`src/rtl/phase_pattern_gen.sv`:
```
// Phase pattern generator: NCO-driven reference square wave plus a copy
// lagging by a programmable phase. Each clock it emits four sub-samples per
// stream for a x4 serializer (bit 3 leaves first). Frequency/phase updates
// are staged in a shadow register and, while running, committed only on a
// reference period boundary so no runt pulse is ever produced.
module phase_pattern_gen #(
  parameter int ACC_BITS   = 32,
  parameter int COUNT_BITS = 16
) (
  input  logic                  i_clk,
  input  logic                  i_rst_n,
  input  logic                  i_ce,
  input  logic                  i_enable,
  input  logic [ACC_BITS-1:0]   i_freq_word,
  input  logic [ACC_BITS-1:0]   i_phase_word,
  input  logic                  i_load,
  output logic                  o_load_ready,
  output logic [3:0]            o_out_ref,
  output logic [3:0]            o_out_shifted,
  output logic [COUNT_BITS-1:0] o_ref_edge_count
);

  typedef enum logic [1:0] {
    S_IDLE     = 2'd0,
    S_RUN      = 2'd1,
    S_RUN_PEND = 2'd2
  } state_t;

  state_t                r_state;
  state_t                w_state_next;

  logic [ACC_BITS-1:0]   r_acc;
  logic [ACC_BITS-1:0]   r_f_act;
  logic [ACC_BITS-1:0]   r_p_act;
  logic [ACC_BITS-1:0]   r_shadow_f;
  logic [ACC_BITS-1:0]   r_shadow_p;
  logic [3:0]            r_out_ref;
  logic [3:0]            r_out_shifted;
  logic                  r_load_ready;
  logic                  r_last_bit;
  logic [COUNT_BITS-1:0] r_count;

  logic [ACC_BITS-1:0]   w_acc_next;
  logic [ACC_BITS-1:0]   w_f_act_next;
  logic [ACC_BITS-1:0]   w_p_act_next;
  logic [ACC_BITS-1:0]   w_shadow_f_next;
  logic [ACC_BITS-1:0]   w_shadow_p_next;
  logic [3:0]            w_out_ref_next;
  logic [3:0]            w_out_shifted_next;
  logic                  w_load_ready_next;
  logic                  w_last_bit_next;
  logic [COUNT_BITS-1:0] w_count_next;

  logic [ACC_BITS-1:0]   w_a0;
  logic [ACC_BITS-1:0]   w_a1;
  logic [ACC_BITS-1:0]   w_a2;
  logic [ACC_BITS-1:0]   w_a3;
  logic [ACC_BITS-1:0]   w_d0;
  logic [ACC_BITS-1:0]   w_d1;
  logic [ACC_BITS-1:0]   w_d2;
  logic [ACC_BITS-1:0]   w_d3;
  logic [3:0]            w_ref_word;
  logic [3:0]            w_sh_word;
  logic [ACC_BITS+2:0]   w_sum;
  logic                  w_wrap;
  logic [2:0]            w_edges;
  logic                  w_accept;

  // The four sub-sample phases of this clock; the shifted stream subtracts
  // the lag so it trails the reference by exactly p_act of a period.
  assign w_a0 = r_acc;
  assign w_a1 = r_acc + r_f_act;
  assign w_a2 = r_acc + (r_f_act << 1);
  assign w_a3 = r_acc + r_f_act + (r_f_act << 1);
  assign w_d0 = w_a0 - r_p_act;
  assign w_d1 = w_a1 - r_p_act;
  assign w_d2 = w_a2 - r_p_act;
  assign w_d3 = w_a3 - r_p_act;

  assign w_ref_word = {w_a0[ACC_BITS-1], w_a1[ACC_BITS-1], w_a2[ACC_BITS-1], w_a3[ACC_BITS-1]};
  assign w_sh_word  = {w_d0[ACC_BITS-1], w_d1[ACC_BITS-1], w_d2[ACC_BITS-1], w_d3[ACC_BITS-1]};

  // Widened sum so any carry past the accumulator marks a period boundary,
  // even for aliasing frequency words where 4*f exceeds one period.
  assign w_sum  = {3'b000, r_acc} + {1'b0, r_f_act, 2'b00};
  assign w_wrap = |w_sum[ACC_BITS+2:ACC_BITS];

  // Rising edges across the previous clock's last bit and this word.
  assign w_edges = {2'b00, ~r_last_bit    & w_ref_word[3]}
                 + {2'b00, ~w_ref_word[3] & w_ref_word[2]}
                 + {2'b00, ~w_ref_word[2] & w_ref_word[1]}
                 + {2'b00, ~w_ref_word[1] & w_ref_word[0]};

  assign w_accept = i_load & r_load_ready;

  // Next-state and datapath update; everything holds when the clock enable is low.
  always_comb begin
    w_state_next       = r_state;
    w_acc_next         = r_acc;
    w_f_act_next       = r_f_act;
    w_p_act_next       = r_p_act;
    w_shadow_f_next    = r_shadow_f;
    w_shadow_p_next    = r_shadow_p;
    w_out_ref_next     = r_out_ref;
    w_out_shifted_next = r_out_shifted;
    w_load_ready_next  = r_load_ready;
    w_last_bit_next    = r_last_bit;
    w_count_next       = r_count;

    if (i_ce) begin
      if (!i_enable) begin
        w_state_next       = S_IDLE;
        w_acc_next         = '0;
        w_out_ref_next     = 4'h0;
        w_out_shifted_next = 4'h0;
        w_last_bit_next    = 1'b0;
        if (!r_load_ready) begin
          w_f_act_next      = r_shadow_f;
          w_p_act_next      = r_shadow_p;
          w_load_ready_next = 1'b1;
        end
        if (w_accept) begin
          w_shadow_f_next   = i_freq_word;
          w_shadow_p_next   = i_phase_word;
          w_load_ready_next = 1'b0;
        end
      end else begin
        w_acc_next         = w_sum[ACC_BITS-1:0];
        w_out_ref_next     = w_ref_word;
        w_out_shifted_next = w_sh_word;
        w_last_bit_next    = w_ref_word[0];
        w_count_next       = r_count + {{(COUNT_BITS-3){1'b0}}, w_edges};
        case (r_state)
          S_IDLE: begin
            if (!r_load_ready) begin
              w_f_act_next      = r_shadow_f;
              w_p_act_next      = r_shadow_p;
              w_load_ready_next = 1'b1;
              w_state_next      = S_RUN;
            end else if (w_accept) begin
              w_shadow_f_next   = i_freq_word;
              w_shadow_p_next   = i_phase_word;
              w_load_ready_next = 1'b0;
              w_state_next      = S_RUN_PEND;
            end else begin
              w_state_next      = S_RUN;
            end
          end
          S_RUN: begin
            if (w_accept) begin
              w_shadow_f_next   = i_freq_word;
              w_shadow_p_next   = i_phase_word;
              w_load_ready_next = 1'b0;
              w_state_next      = S_RUN_PEND;
            end
          end
          S_RUN_PEND: begin
            if (w_wrap || (r_f_act == '0)) begin
              w_f_act_next      = r_shadow_f;
              w_p_act_next      = r_shadow_p;
              w_load_ready_next = 1'b1;
              w_state_next      = S_RUN;
            end
          end
          default: begin
            w_state_next = S_IDLE;
          end
        endcase
      end
    end
  end

  // State and datapath registers, cleared asynchronously by reset.
  always_ff @(posedge i_clk or negedge i_rst_n) begin
    if (!i_rst_n) begin
      r_state       <= S_IDLE;
      r_acc         <= '0;
      r_f_act       <= '0;
      r_p_act       <= '0;
      r_shadow_f    <= '0;
      r_shadow_p    <= '0;
      r_out_ref     <= 4'h0;
      r_out_shifted <= 4'h0;
      r_load_ready  <= 1'b1;
      r_last_bit    <= 1'b0;
      r_count       <= '0;
    end else begin
      r_state       <= w_state_next;
      r_acc         <= w_acc_next;
      r_f_act       <= w_f_act_next;
      r_p_act       <= w_p_act_next;
      r_shadow_f    <= w_shadow_f_next;
      r_shadow_p    <= w_shadow_p_next;
      r_out_ref     <= w_out_ref_next;
      r_out_shifted <= w_out_shifted_next;
      r_load_ready  <= w_load_ready_next;
      r_last_bit    <= w_last_bit_next;
      r_count       <= w_count_next;
    end
  end

  assign o_load_ready     = r_load_ready;
  assign o_out_ref        = r_out_ref;
  assign o_out_shifted    = r_out_shifted;
  assign o_ref_edge_count = r_count;

endmodule

```
`config.mk`:
```
export PLATFORM = sky130hd
export DESIGN_NAME = phase_pattern_gen
export DESIGN_NICKNAME = d
export VERILOG_FILES = /design/src/rtl/phase_pattern_gen.sv
export SDC_FILE = /design/constraint.sdc
export NUM_CORES = 1
export LEC_CHECK = 0
export BUFFER_PORTS_ARGS = -buffer_cell sky130_fd_sc_hd__buf_2
export CORE_ASPECT_RATIO = 0.7
export CORE_MARGIN = 2
export CORE_UTILIZATION = 45
export CTS_CLUSTER_SIZE = 14
export DETAILED_ROUTE_END_ITERATION = 8
export MAX_ROUTING_LAYER = met4
export RECOVER_POWER = 25
export SYNTH_ARGS = -nofsm -noshare
export SYNTH_HDL_FRONTEND = slang
export SYNTH_SLANG_ARGS = --single-unit
```
`constraint.sdc`:
```
create_clock -name i_clk -period 7 [get_ports i_clk]
set_input_delay 1.4 -clock i_clk [delete_from_list [all_inputs] [get_ports i_clk]]
set_output_delay 1.4 -clock i_clk [all_outputs]
set_load 0.005 [all_outputs]
```
==> results of run 1 <==
==> routing by layer <==
metal / track usage / wire length, um / up-vias
li1: - / - / 6117
met1: 0.391 / 23600 / 5988
met2: 0.308 / 15700 / 320
met3: 0.0305 / 2250 / 33
met4: 0.0493 / 456 / 0
met5: - / 0 / -
==> cell families (layout without fill, tap and decap cells) <==
group	count (synthesis)	after routing	share of synthesized area
simple gates	331	331	0.109
flops	185	185	0.292
buf+inv	139	259	0.0399
compound gates	444	444	0.179
fa+ha+maj	249	249	0.199
mux	130	130	0.106
other cells	2	2	0.000474
xor+xnor	131	131	0.0742
==> flip-flops by register name, indices dropped and copies added, names as in the netlist <==
signal,count
r_f_act,32
r_p_act,32
r_shadow_f,32
r_shadow_p,32
r_acc,30
o_ref_edge_count,16
o_out_ref,4
o_out_shifted,4
r_state,2
o_load_ready,1
==> area by class of cell <==
class                           count  area, um2
Fill cell                        3231      17100
Multi-Input combinational cell   1287      10600
Sequential cell                   185       4630
Timing Repair Buffer              120        664
Tap cell                          472        591
Clock buffer                       17        425
Inverter                          107        402
Clock inverter                     15        169
==> repair_timing <==
action,in CTS,in global routing
gates resized for setup,0,9
buffers inserted,0,3
endpoints found under the hold margin,0,0
setup endpoints to repair,0,16
==> worst max-delay path, delay by kind of cell, from the launching register on <==
family	cells	cell delay, ns
AOI/OAI and AO/OA	13	2.89
adders and majority gates	4	1.41
buffers and inverters	1	0.16
and+or+nand+nor	8	0.96
xor gates and xnor gates	3	0.58
DFF	1	0.48
==> cell usage after synthesis, types with 4 or more instances <==
cell      count  area share
nand2b_1     35       0.014
clkbuf_1     21      0.0050
o31ai_1       7      0.0033
and3_1       12      0.0047
o21a_1       15      0.0071
a21o_1       71       0.034
a21boi_0      5      0.0024
a21oi_1     133       0.042
nor2_1       71       0.017
o22ai_1      30       0.012
o21bai_1     24       0.011
nor3_1       15      0.0047
nor2b_1      31       0.012
mux2_2       68       0.048
xnor2_1      94       0.052
or3_1         4      0.0016
nand2_1      71       0.017
a31oi_1      13      0.0051
buf_12        6      0.0076
fa_1          6      0.0076
dfrtp_1     184        0.29
inv_1       107       0.025
a41oi_1       5      0.0028
and2_1        4      0.0016
a21oi_2       4      0.0022
a211oi_1     11      0.0052
and4_1        6      0.0033
ha_1        243        0.19
xor2_1       35       0.019
a211o_1       5      0.0028
nand3_1      22      0.0069
nand4_1      34       0.013
mux2_4       60       0.057
o21ai_0      81       0.026
o211ai_1      5      0.0024
nor4_1        8      0.0032
==> metrics by stage <==
step	setup slack, ns	instances	hold WS [ns]	util
6_report	0.376	2203	0.480	0.505
5_1_grt	0.0136	2203	0.496	0.505
4_1_cts	0.0586	2200	0.477	0.504
3_5_place_dp	0.109	2168	0.458	0.487
3_3_place_gp	0.306	2168	0.462	0.487
2_1_floorplan	0.889	1611	0.468	-
==> worst max-delay path by stage <==
stage / startpoint / to / slack [ns] / depth (start not counted)
after floorplan: r_acc[3] / o_ref_edge_count[14] / 0.89 / 29
after global placement: r_f_act[3] / o_ref_edge_count[8] / 0.31 / 29
after detailed placement: r_f_act[2] / o_ref_edge_count[4] / 0.11 / 29
after CTS: r_f_act[2] / o_ref_edge_count[4] / 0.06 / 29
after global routing: r_f_act[2] / o_ref_edge_count[4] / 0.01 / 29
final: r_f_act[2] / o_ref_edge_count[4] / 0.38 / 29
==> results.md, run 1 <==
- Top FF cell, synth: dfrtp_1
- CP Max Fanout: 6
- First-pass GRT wire length: between 60000 and 70000 um
- DR pass1 iterations: 5
- Slew @ Worst Pin: 3.51 ns
- Synthesis-to-finish area growth: 10.6%
- Most common cell after layout, fill and taps aside: ha_1
- Commonest non-fill, non-tap cells in the layout: 243 x ha_1, 183 x dfrtp_1, 130 x a21oi_1
- Hold_sp: o_ref_edge_count[15]
- CTS Sinks: 185
- Data required, critical path: roughly 7.4 ns
- Status: finished, violations left
- DRT Wirelength: about 42000 um
- Fmax: roughly 0.15 GHz
- # rows: 57
- Hold path endpoint: o_ref_edge_count[15]
- Buffers on Ports: 93
- Die H: between 150 and 200 um
- Total grt overflow: 0
- CP Class: reg -> reg
- Synth Cell Area: 0.0158 mm2
- Number of remaining DRC errors: 0
- Initial DRC Count: 990
- Root Buffer: clkbuf_16
- RSZ-0062 raised after global routing: no
- # IOs: 94
- Vias in the first global route: 12000
- Reg-to-reg endpoint: o_ref_edge_count[4]
- Fin crit share: 0.946
- Worst Setup End Kind: flop
- Hold Buf Count CTS: 0
- Warnings, synthesis: 0
- Final Hold Viols: 0
- Worst-path clk slew: 0.08 ns
- Worst Hold Class: reg -> reg
- FF-to-FF setup slack: 0.38 ns
- Sequential area share after synthesis: 0.292
- Synth Instances: between 1500 and 2000
- Ant diodes: 0
- Num CTS Buffers: 17
- Largest net degree at the start of global routing: 71
- Yosys reg bits: 185
- Post-DRT Antenna Nets: 0
- Type of origin of the critical path: flop
- Post-route cell area: 0.0175 mm2
- Nets: just over 2000
- Synthesized net count: between 1500 and 2000
- CP most frequent cell: nor2_1
- Final TNS setup: 0 ns
- Die Wd: 228 um
- Slew headroom: -1.34
- Minimum clock period: 6.62 ns
- H-Tree Depth: 4
- Clk Latency, worst-skew pair: 0.46 ns
- Post-synth EDFFs: 0
- Mean Syn Cell Area: 9.83 um2
- Vias per inst: 5.66
- FF-to-FF Start: r_f_act[2]
- Slew Limit Fails: 61
- Worst hold path stage count: 1
- Total track usage: 0.241
- Layout cells sized above 1: 0.180
- Core ar.: 0.0347 mm2
- Dpl cell area: 0.0169 mm2
- Slowest CP cell: dfrtp_2
- Initial antenna violation count: 0
- Final setup fails: 0
- Clk_skew: ~0.014 ns
- Max-cap violations: 1
- Vias post-DR: approximately 12000
- Initial core utilization: 0.457
- Critical Path AT: approximately 7 ns
- Worst-case clock buffer depth: 2
- CP peak stage delay: 0.48 ns
- CTS tree: built
- Violated checks: max-capacitance violations, max-slew violations
- WL per Instance: 19.1 um
- Post-detail-place hpwl: 33200 um
- Async set-reset flop share out of synthesis: 1.00
- Worst Reg-to-Reg Cells: 29
- Count of cell types in the netlist: 79
- Placer congestion estimate: 0.907
- Die area: 0.0367 mm2
Power of run 1 is not shown: default switching activity piles up to over one toggle a cycle in this logic, so the estimate is an artifact.
==> run 2, diff against run 1 <==
--- a/config.mk
+++ b/config.mk
@@ -6,12 +6,15 @@
 export NUM_CORES = 1
 export LEC_CHECK = 0
 export BUFFER_PORTS_ARGS = -buffer_cell sky130_fd_sc_hd__buf_2
+export CELL_PAD_IN_SITES_DETAIL_PLACEMENT = 0
+export CELL_PAD_IN_SITES_GLOBAL_PLACEMENT = 1
 export CORE_ASPECT_RATIO = 0.7
 export CORE_MARGIN = 2
 export CORE_UTILIZATION = 45
 export CTS_CLUSTER_SIZE = 14
 export DETAILED_ROUTE_END_ITERATION = 8
 export MAX_ROUTING_LAYER = met4
+export PLACE_DENSITY_LB_ADDON = 0.1
 export RECOVER_POWER = 25
 export SYNTH_ARGS = -nofsm -noshare
 export SYNTH_HDL_FRONTEND = slang
==> results.md, run 2 (synthesis gave the netlist of run 1 again) <==
- Status: finished, violations left (unchanged)
- Violated checks: max-capacitance violations, max-slew violations (unchanged)
- Initial core utilization: 0.457 (unchanged)
- # rows: 57 (unchanged)
- CTS tree: built (unchanged)
- Worst hold path stage count: 1 (unchanged)
- WL per Instance: 19.6 um (was 19.1 um)
- Die Wd: 228 um (unchanged)
- Commonest non-fill, non-tap cells in the layout: 242 x ha_1, 183 x dfrtp_1, 131 x a21oi_1 (was 243 x ha_1, 183 x dfrtp_1, 130 x a21oi_1)
- Clk_skew: 0.0174 ns (was 0.0139 ns)
- Critical Path AT: 6.86 ns (was 6.98 ns)
- Slew Limit Fails: 92 (was 61)
- DR pass1 iterations: 6 (was 5)
- Buffers on Ports: 93 (unchanged)
- FF-to-FF setup slack: 0.47 ns (was 0.38 ns)
- Final Hold Viols: 0 (unchanged)
- Root Buffer: clkbuf_16 (unchanged)
- Hold WS: 0.484 ns (was 0.480 ns)
- Fill cells: 3255 (was 3231)
- Final setup fails: 0 (unchanged)
- Ant diodes: 0 (unchanged)
- Nets: 2044 (was 2036)
- Data required, critical path: 7.32 ns (was 7.35 ns)
- Num CTS Buffers: 17 (unchanged)
- Worst-path clk slew: 0.09 ns (was 0.08 ns)
- Clk Latency, worst-skew pair: 0.46 ns (about the same)
- Type of origin of the critical path: flop (unchanged)
- Minimum clock period: 6.53 ns (was 6.62 ns)
- Total track usage: 0.247 (was 0.241)
- Max-cap violations: 1 (unchanged)
- Total grt overflow: 0 (unchanged)
- Worst Setup End Kind: flop (unchanged)
- Initial DRC Count: 979 (was 990)
- Die H: 161 um (unchanged)
- DRT Wirelength: 43300 um (was 42100 um)
- CTS Sinks: 185 (unchanged)
- Initial antenna violation count: 0 (unchanged)
- Slowest CP cell: dfrtp_1 (was dfrtp_2)
- Most common cell after layout, fill and taps aside: ha_1 (unchanged)
- Fin crit share: 0.933 (was 0.946)
- Worst Hold Class: reg -> reg (unchanged)
- Hold path endpoint: o_ref_edge_count[4] (was o_ref_edge_count[15])
- Die area: 0.0367 mm2 (unchanged)
- CP Class: reg -> reg (unchanged)
- Worst Reg-to-Reg Cells: 33 (was 29)
- Vias per inst: 5.61 (was 5.66)
- Slew @ Worst Pin: 4.33 ns (was 3.51 ns)
- Largest net degree at the start of global routing: 92 (was 71)
- First-pass GRT wire length: 68000 um (was 67400 um)
- Hold_sp: o_ref_edge_count[4] (was o_ref_edge_count[15])
- FF-to-FF Start: r_f_act[3] (was r_f_act[2])
- Slew headroom: -1.89 (was -1.34)
- Placer congestion estimate: 0.925 (was 0.907)
- Dpl cell area: 0.0169 mm2 (about the same)
- Post-DRT Antenna Nets: 0 (unchanged)
- Layout cells sized above 1: 0.182 (was 0.180)
- Fmax: 0.153 GHz (was 0.151 GHz)
- H-Tree Depth: 4 (unchanged)
- Synthesis-to-finish area growth: 10.8% (was 10.6%)
- Number of remaining DRC errors: 0 (unchanged)
- CP Max Fanout: 6 (unchanged)
- Post-detail-place hpwl: 34400 um (was 33200 um)
- Core ar.: 0.0347 mm2 (unchanged)
- Post-route cell area: 0.0176 mm2 (was 0.0175 mm2)
- Vias in the first global route: 11900 (was 12000)
- Reg-to-reg endpoint: o_out_shifted[0] (was o_ref_edge_count[4])
- Post-Route Utilization: 0.507 (was 0.505)
- Worst-case clock buffer depth: 2 (unchanged)
- CP most frequent cell: a21oi_1 (was nor2_1)
- Vias post-DR: 12400 (was 12500)
- CP peak stage delay: 0.47 ns (was 0.48 ns)
- # IOs: 94 (unchanged)
## run 2: cell count changes in the layout (fill, tap and decap cells not counted), moves of 2 or more
cell | previous run | this run
clkinv_4 | 2 | 4
o21ai_1 | 2 | 4
o21ai_0 | 81 | 79
buf_4 | 26 | 34
inv_8 | 5 | 2
## run 2: worst max-delay path, delay by kind of cell, from the launching register on
kind | cells | cell delay [ns]
AOI/OAI and AO/OA | 19 | 3.75
adders and majority gates | 3 | 0.96
xor gates and xnor gates | 4 | 0.64
and+or+nand+nor | 7 | 0.54
DFF | 1 | 0.47
## run 2: layer usage
| layer | vias up | track usage | routed length, um |
|---|---|---|---|
| li1 | 6128 | - | - |
| met1 | 5908 | 0.394 | 24000 |
| met2 | 326 | 0.310 | 15600 |
| met3 | 32 | 0.0523 | 3190 |
| met4 | 0 | 0.0463 | 476 |
| met5 | - | - | 0 |
## run 2: timing repair
| action | CTS | global route |
|---|---|---|
| setup buffers | 0 | 2 |
| setup endpoints to repair | 0 | 16 |
| hold buffers | 0 | 0 |
| gates resized for setup | 0 | 9 |
## run 2: how the worst max path moves through the flow
stage / slack [ns] / endpoint / start / depth (start not counted)
after floorplan: 0.89 / o_ref_edge_count[14] / r_acc[3] / 29
after global placement: 0.45 / o_ref_edge_count[8] / r_acc[3] / 29
after detailed placement: 0.39 / o_ref_edge_count[6] / r_acc[3] / 29
after CTS: 0.32 / o_ref_edge_count[6] / r_acc[3] / 29
after global routing: -0.01 / o_ref_edge_count[14] / r_f_act[3] / 29
final: 0.47 / o_out_shifted[0] / r_f_act[3] / 33
## run 2: layout make-up
type | count | area (um2) | area share
clock buffer | 19 | 443 | 0.0252
clock inverter | 13 | 138 | 0.00784
inverter | 107 | 402 | 0.0229
multi-input combinational | 1287 | 10600 | 0.605
sequential | 185 | 4630 | 0.264
tap | 472 | 591 | 0.0336
timing repair buffer | 128 | 731 | 0.0416
## run 2: per-stage QoR
stage	instances	setup TNS (ns)	setup slack (ns)
after floorplan	1611	0	0.889
after global placement	2177	0	0.448
after detailed placement	2177	0	0.389
after CTS	2209	0	0.316
final	2211	0	0.466
after global routing	2211	-0.0128	-0.0128
Power of run 2 is left out for the same reason.
